File: config.mk
export PLATFORM = sky130hd
export DESIGN_NAME = spiral_reorder
export DESIGN_NICKNAME = d
export VERILOG_FILES = /design/src/rtl/spiral_reorder.sv
export SDC_FILE = /design/constraint.sdc
export NUM_CORES = 1
export LEC_CHECK = 0
export ABC_AREA = 0
export CAP_MARGIN = 20
export CORE_ASPECT_RATIO = 0.75
export CORE_MARGIN = 1
export CORE_UTILIZATION = 25
export CTS_BUF_LIST = sky130_fd_sc_hd__clkbuf_8
export DETAILED_ROUTE_END_ITERATION = 16
export PLACE_DENSITY = 0.43
export SYNTH_ARGS = -nofsm -noshare
export SYNTH_HDL_FRONTEND = slang
export SYNTH_SLANG_ARGS = --single-unit
File: constraint.sdc
create_clock -name clk -period 6.8 [get_ports clk]
set_input_delay 0.68 -clock clk [delete_from_list [all_inputs] [get_ports clk]]
set_output_delay 0.68 -clock clk [all_outputs]
set_load 0.01 [all_outputs]
File: src/rtl/spiral_reorder.sv
// -----------------------------------------------------------------------------
// spiral_reorder
//
// Matrix reorder buffer. It accepts one row-major frame of up to
// (2^R_WIDTH-1) x (2^C_WIDTH-1) elements, stores the whole frame, and then
// replays it in a selectable order: raster, clockwise spiral,
// counter-clockwise spiral or transpose (column-major). Input and output
// phases of consecutive frames never overlap.
//
// Ports
//   clk            : clock, all logic on the rising edge
//   rst            : asynchronous, active-high reset
//   row, col       : frame dimensions, sampled on the first accepted beat
//   mode           : 0 raster, 1 clockwise, 2 counter-clockwise, 3 transpose
//   data_in        : row-major input element
//   data_in_valid  : input beat valid
//   data_in_rdy    : block can accept an input beat
//   data_out       : reordered element (0 when not draining)
//   data_out_valid : output beat valid
//   data_out_rdy   : consumer accepts the output beat
//   data_out_last  : marks the final output beat of a frame
//   busy           : high while loading or draining
// -----------------------------------------------------------------------------
module spiral_reorder #(
    parameter int DATA_WIDTH = 8,
    parameter int R_WIDTH    = 3,
    parameter int C_WIDTH    = 3
) (
    input  logic                  clk,
    input  logic                  rst,
    input  logic [R_WIDTH-1:0]    row,
    input  logic [C_WIDTH-1:0]    col,
    input  logic [1:0]            mode,
    input  logic [DATA_WIDTH-1:0] data_in,
    input  logic                  data_in_valid,
    output logic                  data_in_rdy,
    output logic [DATA_WIDTH-1:0] data_out,
    output logic                  data_out_valid,
    input  logic                  data_out_rdy,
    output logic                  data_out_last,
    output logic                  busy
);

    localparam int AW    = R_WIDTH + C_WIDTH;
    localparam int DEPTH = ((1 << R_WIDTH) - 1) * ((1 << C_WIDTH) - 1);

    localparam logic [R_WIDTH-1:0] R_ONE = R_WIDTH'(1);
    localparam logic [C_WIDTH-1:0] C_ONE = C_WIDTH'(1);
    localparam logic [AW-1:0]      A_ONE = AW'(1);

    localparam logic [1:0] MODE_RASTER    = 2'd0;
    localparam logic [1:0] MODE_CW        = 2'd1;
    localparam logic [1:0] MODE_CCW       = 2'd2;
    localparam logic [1:0] MODE_TRANSPOSE = 2'd3;

    typedef enum logic [1:0] {IDLE, LOAD, DRAIN} state_e;
    typedef enum logic [1:0] {DIR_RIGHT, DIR_DOWN, DIR_LEFT, DIR_UP} dir_e;

    state_e               state_q, state_d;
    logic [R_WIDTH-1:0]   row_q, row_d;
    logic [C_WIDTH-1:0]   col_q, col_d;
    logic [1:0]           mode_q, mode_d;
    logic [AW-1:0]        cnt_q, cnt_d;      // load beat index, then drain beat index
    logic [R_WIDTH-1:0]   r_q, r_d;          // drain read position
    logic [C_WIDTH-1:0]   c_q, c_d;
    logic [R_WIDTH-1:0]   top_q, top_d, bot_q, bot_d;
    logic [C_WIDTH-1:0]   left_q, left_d, right_q, right_d;
    dir_e                 dir_q, dir_d;

    logic [DATA_WIDTH-1:0] mem_q [DEPTH];
    logic                  wr_en;
    logic [AW-1:0]         wr_addr;
    logic [AW-1:0]         rd_addr;
    logic [AW-1:0]         last_idx;
    logic                  in_accept;
    logic                  out_xfer;
    logic                  at_edge;
    dir_e                  next_dir;

    assign last_idx = AW'(row_q) * AW'(col_q) - A_ONE;
    assign rd_addr  = AW'(r_q) * AW'(col_q) + AW'(c_q);

    assign data_in_rdy    = !rst && (state_q == LOAD ||
                                     (state_q == IDLE && row != '0 && col != '0));
    assign data_out_valid = (state_q == DRAIN);
    assign data_out       = (state_q == DRAIN) ? mem_q[rd_addr] : '0;
    assign data_out_last  = (state_q == DRAIN) && (cnt_q == last_idx);
    assign busy           = (state_q != IDLE);

    assign in_accept = data_in_valid && data_in_rdy;
    assign out_xfer  = data_out_valid && data_out_rdy;

    // A spiral segment ends when the position reaches the bound it is heading for.
    always_comb begin
        unique case (dir_q)
            DIR_RIGHT: at_edge = (c_q == right_q);
            DIR_DOWN:  at_edge = (r_q == bot_q);
            DIR_LEFT:  at_edge = (c_q == left_q);
            default:   at_edge = (r_q == top_q);
        endcase
    end

    always_comb begin
        // NOTE: every variable gets a default first so no path leaves it
        // unassigned; a missing default here would infer a latch.
        state_d  = state_q;
        row_d    = row_q;
        col_d    = col_q;
        mode_d   = mode_q;
        cnt_d    = cnt_q;
        r_d      = r_q;
        c_d      = c_q;
        top_d    = top_q;
        bot_d    = bot_q;
        left_d   = left_q;
        right_d  = right_q;
        dir_d    = dir_q;
        next_dir = dir_q;
        wr_en    = 1'b0;
        wr_addr  = cnt_q;

        unique case (state_q)
            IDLE: begin
                if (in_accept) begin
                    row_d   = row;
                    col_d   = col;
                    mode_d  = mode;
                    wr_en   = 1'b1;
                    wr_addr = '0;
                    // The read generator is armed now so a 1x1 frame can drain at once.
                    r_d     = '0;
                    c_d     = '0;
                    top_d   = '0;
                    bot_d   = row - R_ONE;
                    left_d  = '0;
                    right_d = col - C_ONE;
                    dir_d   = (mode == MODE_CCW) ? DIR_DOWN : DIR_RIGHT;
                    if (row == R_ONE && col == C_ONE) begin
                        state_d = DRAIN;
                        cnt_d   = '0;
                    end else begin
                        state_d = LOAD;
                        cnt_d   = A_ONE;
                    end
                end
            end

            LOAD: begin
                if (in_accept) begin
                    wr_en = 1'b1;
                    if (cnt_q == last_idx) begin
                        state_d = DRAIN;
                        cnt_d   = '0;
                    end else begin
                        cnt_d = cnt_q + A_ONE;
                    end
                end
            end

            default: begin  // DRAIN
                if (out_xfer) begin
                    if (cnt_q == last_idx) begin
                        state_d = IDLE;
                    end else begin
                        cnt_d = cnt_q + A_ONE;
                        unique case (mode_q)
                            MODE_RASTER: begin
                                if (c_q == col_q - C_ONE) begin
                                    c_d = '0;
                                    r_d = r_q + R_ONE;
                                end else begin
                                    c_d = c_q + C_ONE;
                                end
                            end
                            MODE_TRANSPOSE: begin
                                if (r_q == row_q - R_ONE) begin
                                    r_d = '0;
                                    c_d = c_q + C_ONE;
                                end else begin
                                    r_d = r_q + R_ONE;
                                end
                            end
                            default: begin
                                // At a segment end, retire the edge just walked and
                                // turn; the step then goes one cell in the new
                                // direction. The output count ends the frame, so
                                // bounds that wrap past each other are never used.
                                if (at_edge) begin
                                    if (mode_q == MODE_CW) begin
                                        unique case (dir_q)
                                            DIR_RIGHT: begin top_d   = top_q + R_ONE;   next_dir = DIR_DOWN;  end
                                            DIR_DOWN:  begin right_d = right_q - C_ONE; next_dir = DIR_LEFT;  end
                                            DIR_LEFT:  begin bot_d   = bot_q - R_ONE;   next_dir = DIR_UP;    end
                                            default:   begin left_d  = left_q + C_ONE;  next_dir = DIR_RIGHT; end
                                        endcase
                                    end else begin
                                        unique case (dir_q)
                                            DIR_DOWN:  begin left_d  = left_q + C_ONE;  next_dir = DIR_RIGHT; end
                                            DIR_RIGHT: begin bot_d   = bot_q - R_ONE;   next_dir = DIR_UP;    end
                                            DIR_UP:    begin right_d = right_q - C_ONE; next_dir = DIR_LEFT;  end
                                            default:   begin top_d   = top_q + R_ONE;   next_dir = DIR_DOWN;  end
                                        endcase
                                    end
                                end
                                dir_d = next_dir;
                                unique case (next_dir)
                                    DIR_RIGHT: c_d = c_q + C_ONE;
                                    DIR_DOWN:  r_d = r_q + R_ONE;
                                    DIR_LEFT:  c_d = c_q - C_ONE;
                                    default:   r_d = r_q - R_ONE;
                                endcase
                            end
                        endcase
                    end
                end
            end
        endcase
    end

    // NOTE: sequential state uses non-blocking assignments so every flop
    // samples pre-edge values regardless of statement order.
    always_ff @(posedge clk or posedge rst) begin
        if (rst) begin
            state_q <= IDLE;
            row_q   <= '0;
            col_q   <= '0;
            mode_q  <= '0;
            cnt_q   <= '0;
            r_q     <= '0;
            c_q     <= '0;
            top_q   <= '0;
            bot_q   <= '0;
            left_q  <= '0;
            right_q <= '0;
            dir_q   <= DIR_RIGHT;
        end else begin
            state_q <= state_d;
            row_q   <= row_d;
            col_q   <= col_d;
            mode_q  <= mode_d;
            cnt_q   <= cnt_d;
            r_q     <= r_d;
            c_q     <= c_d;
            top_q   <= top_d;
            bot_q   <= bot_d;
            left_q  <= left_d;
            right_q <= right_d;
            dir_q   <= dir_d;
        end
    end

    // NOTE: the frame store has no reset; every entry read in a frame is
    // written earlier in that same frame, and a reset port would only widen
    // the array logic.
    always_ff @(posedge clk) begin
        if (wr_en) begin
            mem_q[wr_addr] <= data_in;
        end
    end

endmodule

## After elaboration in Yosys (flattened, before gate mapping)

Memory sizes are Yosys's and may differ from the RTL's.
Index checks and enable logic that the tools add are counted.

| word-level totals | value |
|---|---|
| bits of input ports | 20 |
| memory bits (writable) | 392 |
| register bits | 36 |
| memories | 1 |

Memory list:

| name | words | bits a word | read ports | clocked after memory_dff | write ports | RTL line | source |
|---|---|---|---|---|---|---|---|
| mem_q | 49 | 8 | 1 | 0 | 1 | 70 | `logic [DATA_WIDTH-1:0] mem_q [DEPTH];` |

| cells by class | value |
|---|---|
| reductions and logical operators | 39 |
| bitwise logic cells | 1 |
| $mul | 2 |
| eq/ne operators | 33 |
| $add $sub $neg | 15 |
| mux-type cells | 85 |

Operators by type and width:

| operator | count |
|---|---|
| $mux W3 | 39 |
| $pmux W3 S2 | 10 |
| $mux W6 | 7 |
| $mux W2 | 16 |
| $reduce_and A8 Y1 | 4 |
| $sub A3 B1 Y3 const B | 8 |
| $eq A3 B3 Y1 | 6 |
| $reduce_bool A3 Y1 | 6 |
| $add A3 B1 Y3 const B | 4 |
| $eq A2 B2 Y1 const B | 6 |
| $mul A3 B3 Y6 | 2 |
| $ne A3 B3 Y1 const B | 4 |
| $pmux W2 S3 | 2 |
| $pmux W6 S2 | 1 |
| $reduce_and A6 Y1 | 2 |
| $reduce_and A5 Y1 | 2 |
| $ne A3 B2 Y1 const B | 3 |
| $eq A2 B1 Y1 const B | 4 |
| $logic_not A2 Y1 | 4 |
| $mux W8 | 1 |
| $pmux W2 S2 | 2 |
| $reduce_bool A2 Y1 | 4 |
| $logic_and A1 B1 Y1 | 7 |
| $add A6 B1 Y6 const B | 1 |
| 18 further kinds | 30 |

## Depth between registers and ports, before layout

Gate-level depths: netlist of run 1.

| depth | value |
|---|---|
| depth after elaboration | 15 |
| mapped depth | 15 |

## Worst setup path after synthesis of run 1

Ideal clock, no wire load.

| timing path | value |
|---|---|
| path kind | reg-to-output |
| from | register col_q[2] |
| to | output data_out[6] |
| arrival | 4.006 ns |
| cell stages (with the launch flop) | 13 |
| required time | 6.120 ns |
| setup slack | 2.114 ns |
| path buffers | 2 |
| path through | dfrtp_1 -> clkbuf_1 -> and2_1 -> fa_1 -> inv_1 -> fa_1 -> inv_1 -> fa_1 -> xor2_1 -> buf_4 -> mux4_2 -> mux2_2 -> o211a_1 |

| on the way | value |
|---|---|
| cells in the longest elaborated chain, start to end | 4 |

Ends and longest elaborated chain:

| what | RTL line | source |
|---|---|---|
| start, declared | 61 | `logic [C_WIDTH-1:0] col_q, col_d;` |
| start signal, assigned | 239 | `col_q <= col_d;` |
| $mul A3 B3 Y6 | 81 | `assign rd_addr = AW'(r_q) * AW'(col_q) + AW'(c_q);` |
| $add A6 B3 Y6 | 81 |  |
| $mem_v2 Z49 W8 | -- |  |
| $mux W8 | 86 | `assign data_out = (state_q == DRAIN) ? mem_q[rd_addr] : '0;` |
| end, declared | 37 | `output logic [DATA_WIDTH-1:0] data_out,` |

No other way between the ends.

## Worst setup path in the final report of run 1

| timing path | value |
|---|---|
| from | register col_q[0] |
| to | output data_out[6] |

Same word-level chain as after synthesis.

==> impl_results.md, run 1 <==
* Status: finished clean
* Max frequency at ~170 MHz
* TritonCTS buffer count at between 70 and 80
* Nets at between 1k and 1.5k
* Clock Skews at about 0.035 ns
* Total power at 10.43 mW
* Core area at approximately 0.073 mm2
* First-pass GRT wire length at slightly above 70 mm
* DRT Pass-1 Iters at 7
* Post-synth top area cell: edfxtp_1
* Top FF cell, synth: edfxtp_1
* Max-slew headroom at between 20% and 30%
* Worst-Margin Slew at 1.093 ns
* Mean post-synth cell area at 17.89 um2
* Most frequent cells in the layout: 392 x edfxtp_1, 120 x mux4_2, 81 x nor2_1, 74 x clkbuf_8, 65 x inv_1
* Setup Fix Bufs, Post-CTS at 0
* Die outline height at around 240 um
* Initial core utilization at 25.25%
* Crit path buf inv count at 4
* Fin crit period at around 5.8 ns
* Cell Chain, Critical Path: inv_1 > nor2_1 > fa_1 > inv_1 > fa_1 > inv_1 > fa_2 > mux4_2 > mux2i_1 > nand2_1 > o211a_1 > clkdlybuf4s50_1
* Required time worst endpoint at between 6 and 7 ns
* Sequential fraction of the synthesis area at 68.39%
* Fin. Hold Viols at 0
* Routed wire length at ~49 mm
* Share of the synthesized area in the top cell type at a little under two thirds
* Worst-path clk slew at 0.06 ns
* Largest net degree at the start of global routing at 50
* Most used cell, CP: inv_1
* YS warnings at 0
* Fin crit share at 85.94%
* Hold crit path type: reg2reg
* Synthesized cell area at approximately 0.019 mm2
* Clk sinks at around 430
* DR vias at just under 10k
* RSZ-0062 raised after global routing: no
* Worst path arrival time at between 5 and 6 ns
* Startpoint Class: flop
* Leading cell type in the layout, fill and taps excluded: edfxtp_1
* Ys async rst share at ~8.4%
* Crit path kind: reg2out
* Area Growth Syn to Fin at 14.95%
* Layout cell share with drive strength beyond 1 at 22.46%
* DIE WIDTH at about 320 um
* Critical Path Max Stage Delay at 1.13 ns
* Setup TNS at 0 ns
* Wire per inst at 22.76 um
* I/O pin count at 32
* Core Rows at 86
* Initial antenna violation count at 1
* Final number of setup-violating endpoints at 0
* Detail Route Antenna Nets at 0
* Clock Path Buffers at 3
* Die area at approximately 0.075 mm2
* Final core occ at approximately 29%
* Detailed Place HPWL at 30.67 mm
* Leakage power at roughly 7 nW
* Reg2reg setup slack at about 2.7 ns
* GRT Overall Usage at about an eighth
* Vias in the first global route at around 10k
* Clk_lat worst skew at ~0.65 ns
* Post-DR vias/cell at ~4.5
* Cell variety after synth at 61
* Max cap viols at 0
* Slowest cell on crit path: fa_2
* Clk root buf: clkbuf_8
* Synth Net Count at 1106
* Cell family with most CP delay: adder cells
* Max FO, Critical Path at 24
* Final Max Slew Viols at 0
* Post-synth EDFFs at ~390
* DRC at 0
* Gr ovfl total at 0
* Cts hold-fix bufs at 0
* Power per cell area at 489.8 mW/mm2
* CTS tree: yes
* GP Congestion at 0.7742
* CP endpoint kind: output port
* VDD IR max at ~0.00035 V
* IO buf count at 31
* Synth area leaders: edfxtp_1 64%, mux4_2 15%, dfrtp_1 4.9%
* Seq cells post-synth at about 430
* H-tree depth at 3
* Post-synthesis cell count at between 1k and 1.5k
* Post-CTS sizing at 0
* Drt first-iter violations at 794
[cells in the mapped netlist, types with 18 or more instances]
library cell and number:
xnor2_1 24, inv_1 43, clkbuf_1 34, o21ai_0 35, dfrtp_1 36, nor2_1 81
mux4_2 120, mux2i_1 18, edfxtp_1 392, ha_1 45, a21oi_1 26, nand2_1 43
[layer usage]
layer,global-route usage (%),share of wire (%)
met2,19.05,43
met1,19.92,50
met5,0,0
met3,2.757,4.7
met4,3.934,2.0
[sequential cells by signal, indices dropped and copies added (netlist names)]
signal   flops
mode_q       2
top_q        3
mem_q      392
col_q        3
state_q      2
left_q       3
row_q        3
cnt_q        6
r_q          3
c_q          3
bot_q        3
right_q      3
dir_q        2
[logic make-up after synthesis]
kind of cell / Yosys count / synth area share (%)
AO/OA/AOI/OAI: 98 / 3.336
multiplexers: 150 / 16.35
XOR/XNOR: 28 / 1.323
buffers and inverters: 93 / 2.073
adder cells (fa/ha/maj): 50 / 3.579
flip-flops: 428 / 68.39
AND/OR/NAND/NOR: 189 / 4.950
[path summary, 6_finish.rpt]
check,startpoint,end,depth (start not counted)
setup reg to reg,col_q[2]$_DFFE_PP0P_,right_q[0]$_DFFE_PP0P_,13
min in group asynchronous,rst,cnt_q[2]$_DFFE_PP0P_,3
hold / removal,right_q[2]$_DFFE_PP0P_,right_q[2]$_DFFE_PP0P_,1
setup / recovery,col_q[0]$_DFFE_PP0P_,data_out[6],12
max in group asynchronous,rst,c_q[2]$_DFFE_PP0P_,3
hold reg to reg,right_q[2]$_DFFE_PP0P_,right_q[2]$_DFFE_PP0P_,1
[report_power, final]
group          internal [mW]  switching [mW]  total, mW
Combinational           2.50            2.65       5.15
Clock                   1.06            1.06       2.12
Sequential              3.00           0.165       3.16
Total                   6.56            3.87       10.4
[final cells by class]
type / count / area, um2
clock buffers: 74 / 1018
fillers: 7317 / 52090
clock inverters: 55 / 276.5
diodes: 1 / 2.502
multi-input cells: 515 / 5522
flip-flops and latches: 428 / 12670
well taps: 968 / 1211
inverters: 43 / 161.4
repair buffers: 47 / 435.4
[metrics by stage]
stage / cells / instance area, um2 / hold slack, ns / setup WS (ns)
5_1_grt: 2131 / 21300 / 0.5452 / 0.6684
3_3_place_gp: 1999 / 19980 / 0.5062 / 1.396
4_1_cts: 2128 / 21270 / 0.5018 / 0.6018
6_report: 2131 / 21300 / 0.5222 / 0.9563
3_5_place_dp: 1999 / 19980 / 0.5080 / 1.342
2_1_floorplan: 1036 / 18530 / 0.4780 / 2.114
Power figures use the tool's default switching activity.
==> inputs of run 2 (changes only) <==
CORE_MARGIN = 2   (was 1)
==> run 2 against run 1 <==
Against the previous run: non-clock buffer count up 3; sequential share of layout area fell by 0.33 points; maximum frequency down 1.3%; power grew 0.83%; routed wire length fell by 1.4%; critical path depth unchanged; sequential power is essentially flat; global-route usage is 0.49 points lower; clock skew down 0.012 ns; combinational power is essentially flat; hold slack got worse by 0.085 ns; die area rose by 1.5%; critical path type unchanged.
==> impl_results.md, run 2 (synthesis results as in run 1) <==
* DR vias at 9667 (-0.26%)
* Worst-Margin Slew at 1.087 ns (-0.006593 ns)
* Clock power frac at 21.1% (+0.8 points)
* TritonCTS buffer count at 76 (+5.6%)
* Initial core utilization at 25.25% (unchanged)
* Post-CTS sizing at 0 (unchanged)
* Routed wire length on met3 at 2.055 mm (-9.6%)
* Final number of setup-violating endpoints at 0 (unchanged)
* Max frequency at 168.9 MHz (-1.3%)
* Drt first-iter violations at 755 (-4.9%)
* Power per cell area at 491.1 mW/mm2 (+0.27%)
* Vias in the first global route at 10.12k (+0.079%)
* H-tree depth at 3 (unchanged)
* DR top layer: met4
* Sequential share of power at 30.1% (-0.2 points)
* Routed wire length at 47.84 mm (-1.4%)
* Final core occ at 29.19% (+0.16 points)
* RSZ-0062 raised after global routing: no
* Nets at 1184 (+0.59%)
* Gr ovfl total at 0 (unchanged)
* Multi-input logic area at 0.005522 mm2 (unchanged)
* IO buf count at 31 (unchanged)
* Largest net degree at the start of global routing at 54 (+8.0%)
* Psw at 3.916 mW (+1.0%)
* Setup Fix Bufs, Post-CTS at 0 (unchanged)
* Leakage power at 7.087 nW (+0.95%)
* FF/Latch Area at 0.01267 mm2 (unchanged)
* GRT Overall Usage at 12.78% (-0.49 points)
* Max cap viols at 0 (unchanged)
* I/O pin count at 32 (unchanged)
* Final Max Slew Viols at 0 (unchanged)
* Logic pwr share at 48.8% (-0.6 points)
* Layout cell share with drive strength beyond 1 at 23.34% (+0.88 points)
* Required time worst endpoint at 6.12 ns (about the same)
* Max FO, Critical Path at 24 (unchanged)
* DIE WIDTH at 318.4 um (+0.63%)
* Startpoint Class: flop
* CTS tree: yes
* Area Growth Syn to Fin at 15.60%
* DRT Pass-1 Iters at 5 (-2)
* CP endpoint kind: output port
* Leading cell type in the layout, fill and taps excluded: edfxtp_1
* Worst hold start: data_in[7]
* Internal power at 6.603 mW (+0.71%)
* Detailed Place HPWL at 30.51 mm (-0.55%)
* Die outline height at 239.8 um (+0.84%)
* Fin crit period at 5.922 ns (+0.07814 ns)
* VDD IR max at 0.0003320 V (-5.6%)
* Top flop regs: mem_q (392), cnt_q (6)
* Status: finished clean
* Met1 wire length at 23.47 mm (-3.2%)
* Switching Fraction at 37.22% (+0.079 points)
* Clock Path Buffers at 3 (unchanged)
* Wire per inst at 22.32 um (-1.9%)
* Detail Route Antenna Nets at 0 (unchanged)
* Fin. Hold Viols at 0 (unchanged)
* Cts hold-fix bufs at 0 (unchanged)
* Setup TNS at 0 ns (unchanged)
* First-pass GRT wire length at 70.55 mm (-1.7%)
* Fin crit share at 87.09% (+1.1 points)
* Worst-path clk slew at 0.06 ns (about the same)
* WL met2 at 21.54 mm (+2.6%)
* Clk_lat worst skew at 0.67 ns (+0.02 ns)
* Core area at 0.07339 mm2 (unchanged)
* # fillers at 7312 (-0.068%)
* Max-slew headroom at 26.78% (-0.33 points)
* GP Congestion at 0.7734 (-0.10%)
* Clk root buf: clkbuf_8
* Crit path kind: reg2out
* Post-DR vias/cell at 4.511 (-0.82%)
* Clock Skews at 0.02367 ns (-0.01178 ns)
* Worst path arrival time at 5.24 ns (+0.08 ns)
* Number of flip-flops under the largest register name at 392 (unchanged)
* Initial antenna violation count at 1 (unchanged)
* Critical path origin: col_q[0]$_DFFE_PP0P_
* DRC at 0 (unchanged)
* Worst reg2reg startpoint: col_q[2]$_DFFE_PP0P_
* Die area at 0.07633 mm2 (+1.5%)
* Clk sinks at 428 (unchanged)
* Core Rows at 86 (unchanged)
* Reg with most FFs: mem_q
* Most frequent cells in the layout: 392 x edfxtp_1, 120 x mux4_2, 81 x nor2_1, 80 x clkbuf_8, 65 x inv_1
* Hold crit path type: in2reg
## run 2: cell count changes in the layout (fill, tap and decap cells not counted), sizes merged
cell	delta
clkinvlp	+1
inv	+3
buf	+2
clkbuf	+6
## run 2: stage by stage
stage | instances | total power, mW | hold WS [ns] | setup WS [ns] | instance area, um2
3_5_place_dp | 2001 | 8.443 | 0.5077 | 1.469 | 19980
2_1_floorplan | 1036 | 6.828 | 0.4780 | 2.114 | 18530
3_3_place_gp | 2001 | 8.462 | 0.4996 | 1.523 | 19980
4_1_cts | 2139 | 10.72 | 0.4677 | 0.7146 | 21370
5_1_grt | 2143 | 11.13 | 0.3985 | 0.5353 | 21420
6_report | 2143 | 10.52 | 0.4376 | 0.8782 | 21420
## run 2: layout make-up
| class | instances | area share, % |
|---|---|---|
| sequential | 428 | 59.16 |
| multi-input combinational | 515 | 25.78 |
| timing repair buffer | 50 | 2.150 |
| inverter | 43 | 0.7535 |
| clock buffer | 79 | 5.076 |
| clock inverter | 59 | 1.414 |
| tap | 968 | 5.655 |
| antenna | 1 | 0.01168 |
## run 2: routing by layer
layer | vias up | track usage, %
met5 | - | 0
met4 | 0 | 3.361
met3 | 55 | 2.866
met2 | 210 | 19.44
met1 | 5132 | 18.35
li1 | 4270 | -
## run 2: worst paths after layout
check,slack (ns),cells after the start,to
max,0.88,12,data_out[6]
min,0.44,1,mem_q[12][7]$_DFFE_PP_
min reg2reg,0.52,1,right_q[2]$_DFFE_PP0P_
max in group asynchronous,5.49,3,c_q[1]$_DFFE_PP0P_
max reg2reg,2.58,13,right_q[0]$_DFFE_PP0P_
min in group asynchronous,0.50,2,top_q[0]$_DFFE_PP0P_
## run 2: critical path, cell delays in order (launching register included)
cell             delay, ns
dfrtp_1               0.41
inv_1                 0.18
nor2_1                0.10
fa_1                  0.54
inv_1                 0.05
fa_1                  0.49
inv_1                 0.07
fa_2                  1.11
mux4_2                0.66
mux2i_1               0.17
nand2_1               0.09
o211a_1               0.19
clkdlybuf4s50_1       0.51
## run 2: power groups by stage
| stage | clock [mW] | sequential, mW | combinational [mW] |
|---|---|---|---|
| 4_1_cts | 2.30 | 3.16 | 5.26 |
| 3_3_place_gp | 0 | 3.21 | 5.25 |
| 3_5_place_dp | 0 | 3.21 | 5.23 |
| 6_report | 2.22 | 3.16 | 5.13 |
| 2_1_floorplan | 0 | 3.12 | 3.71 |
| 5_1_grt | 2.42 | 3.18 | 5.53 |
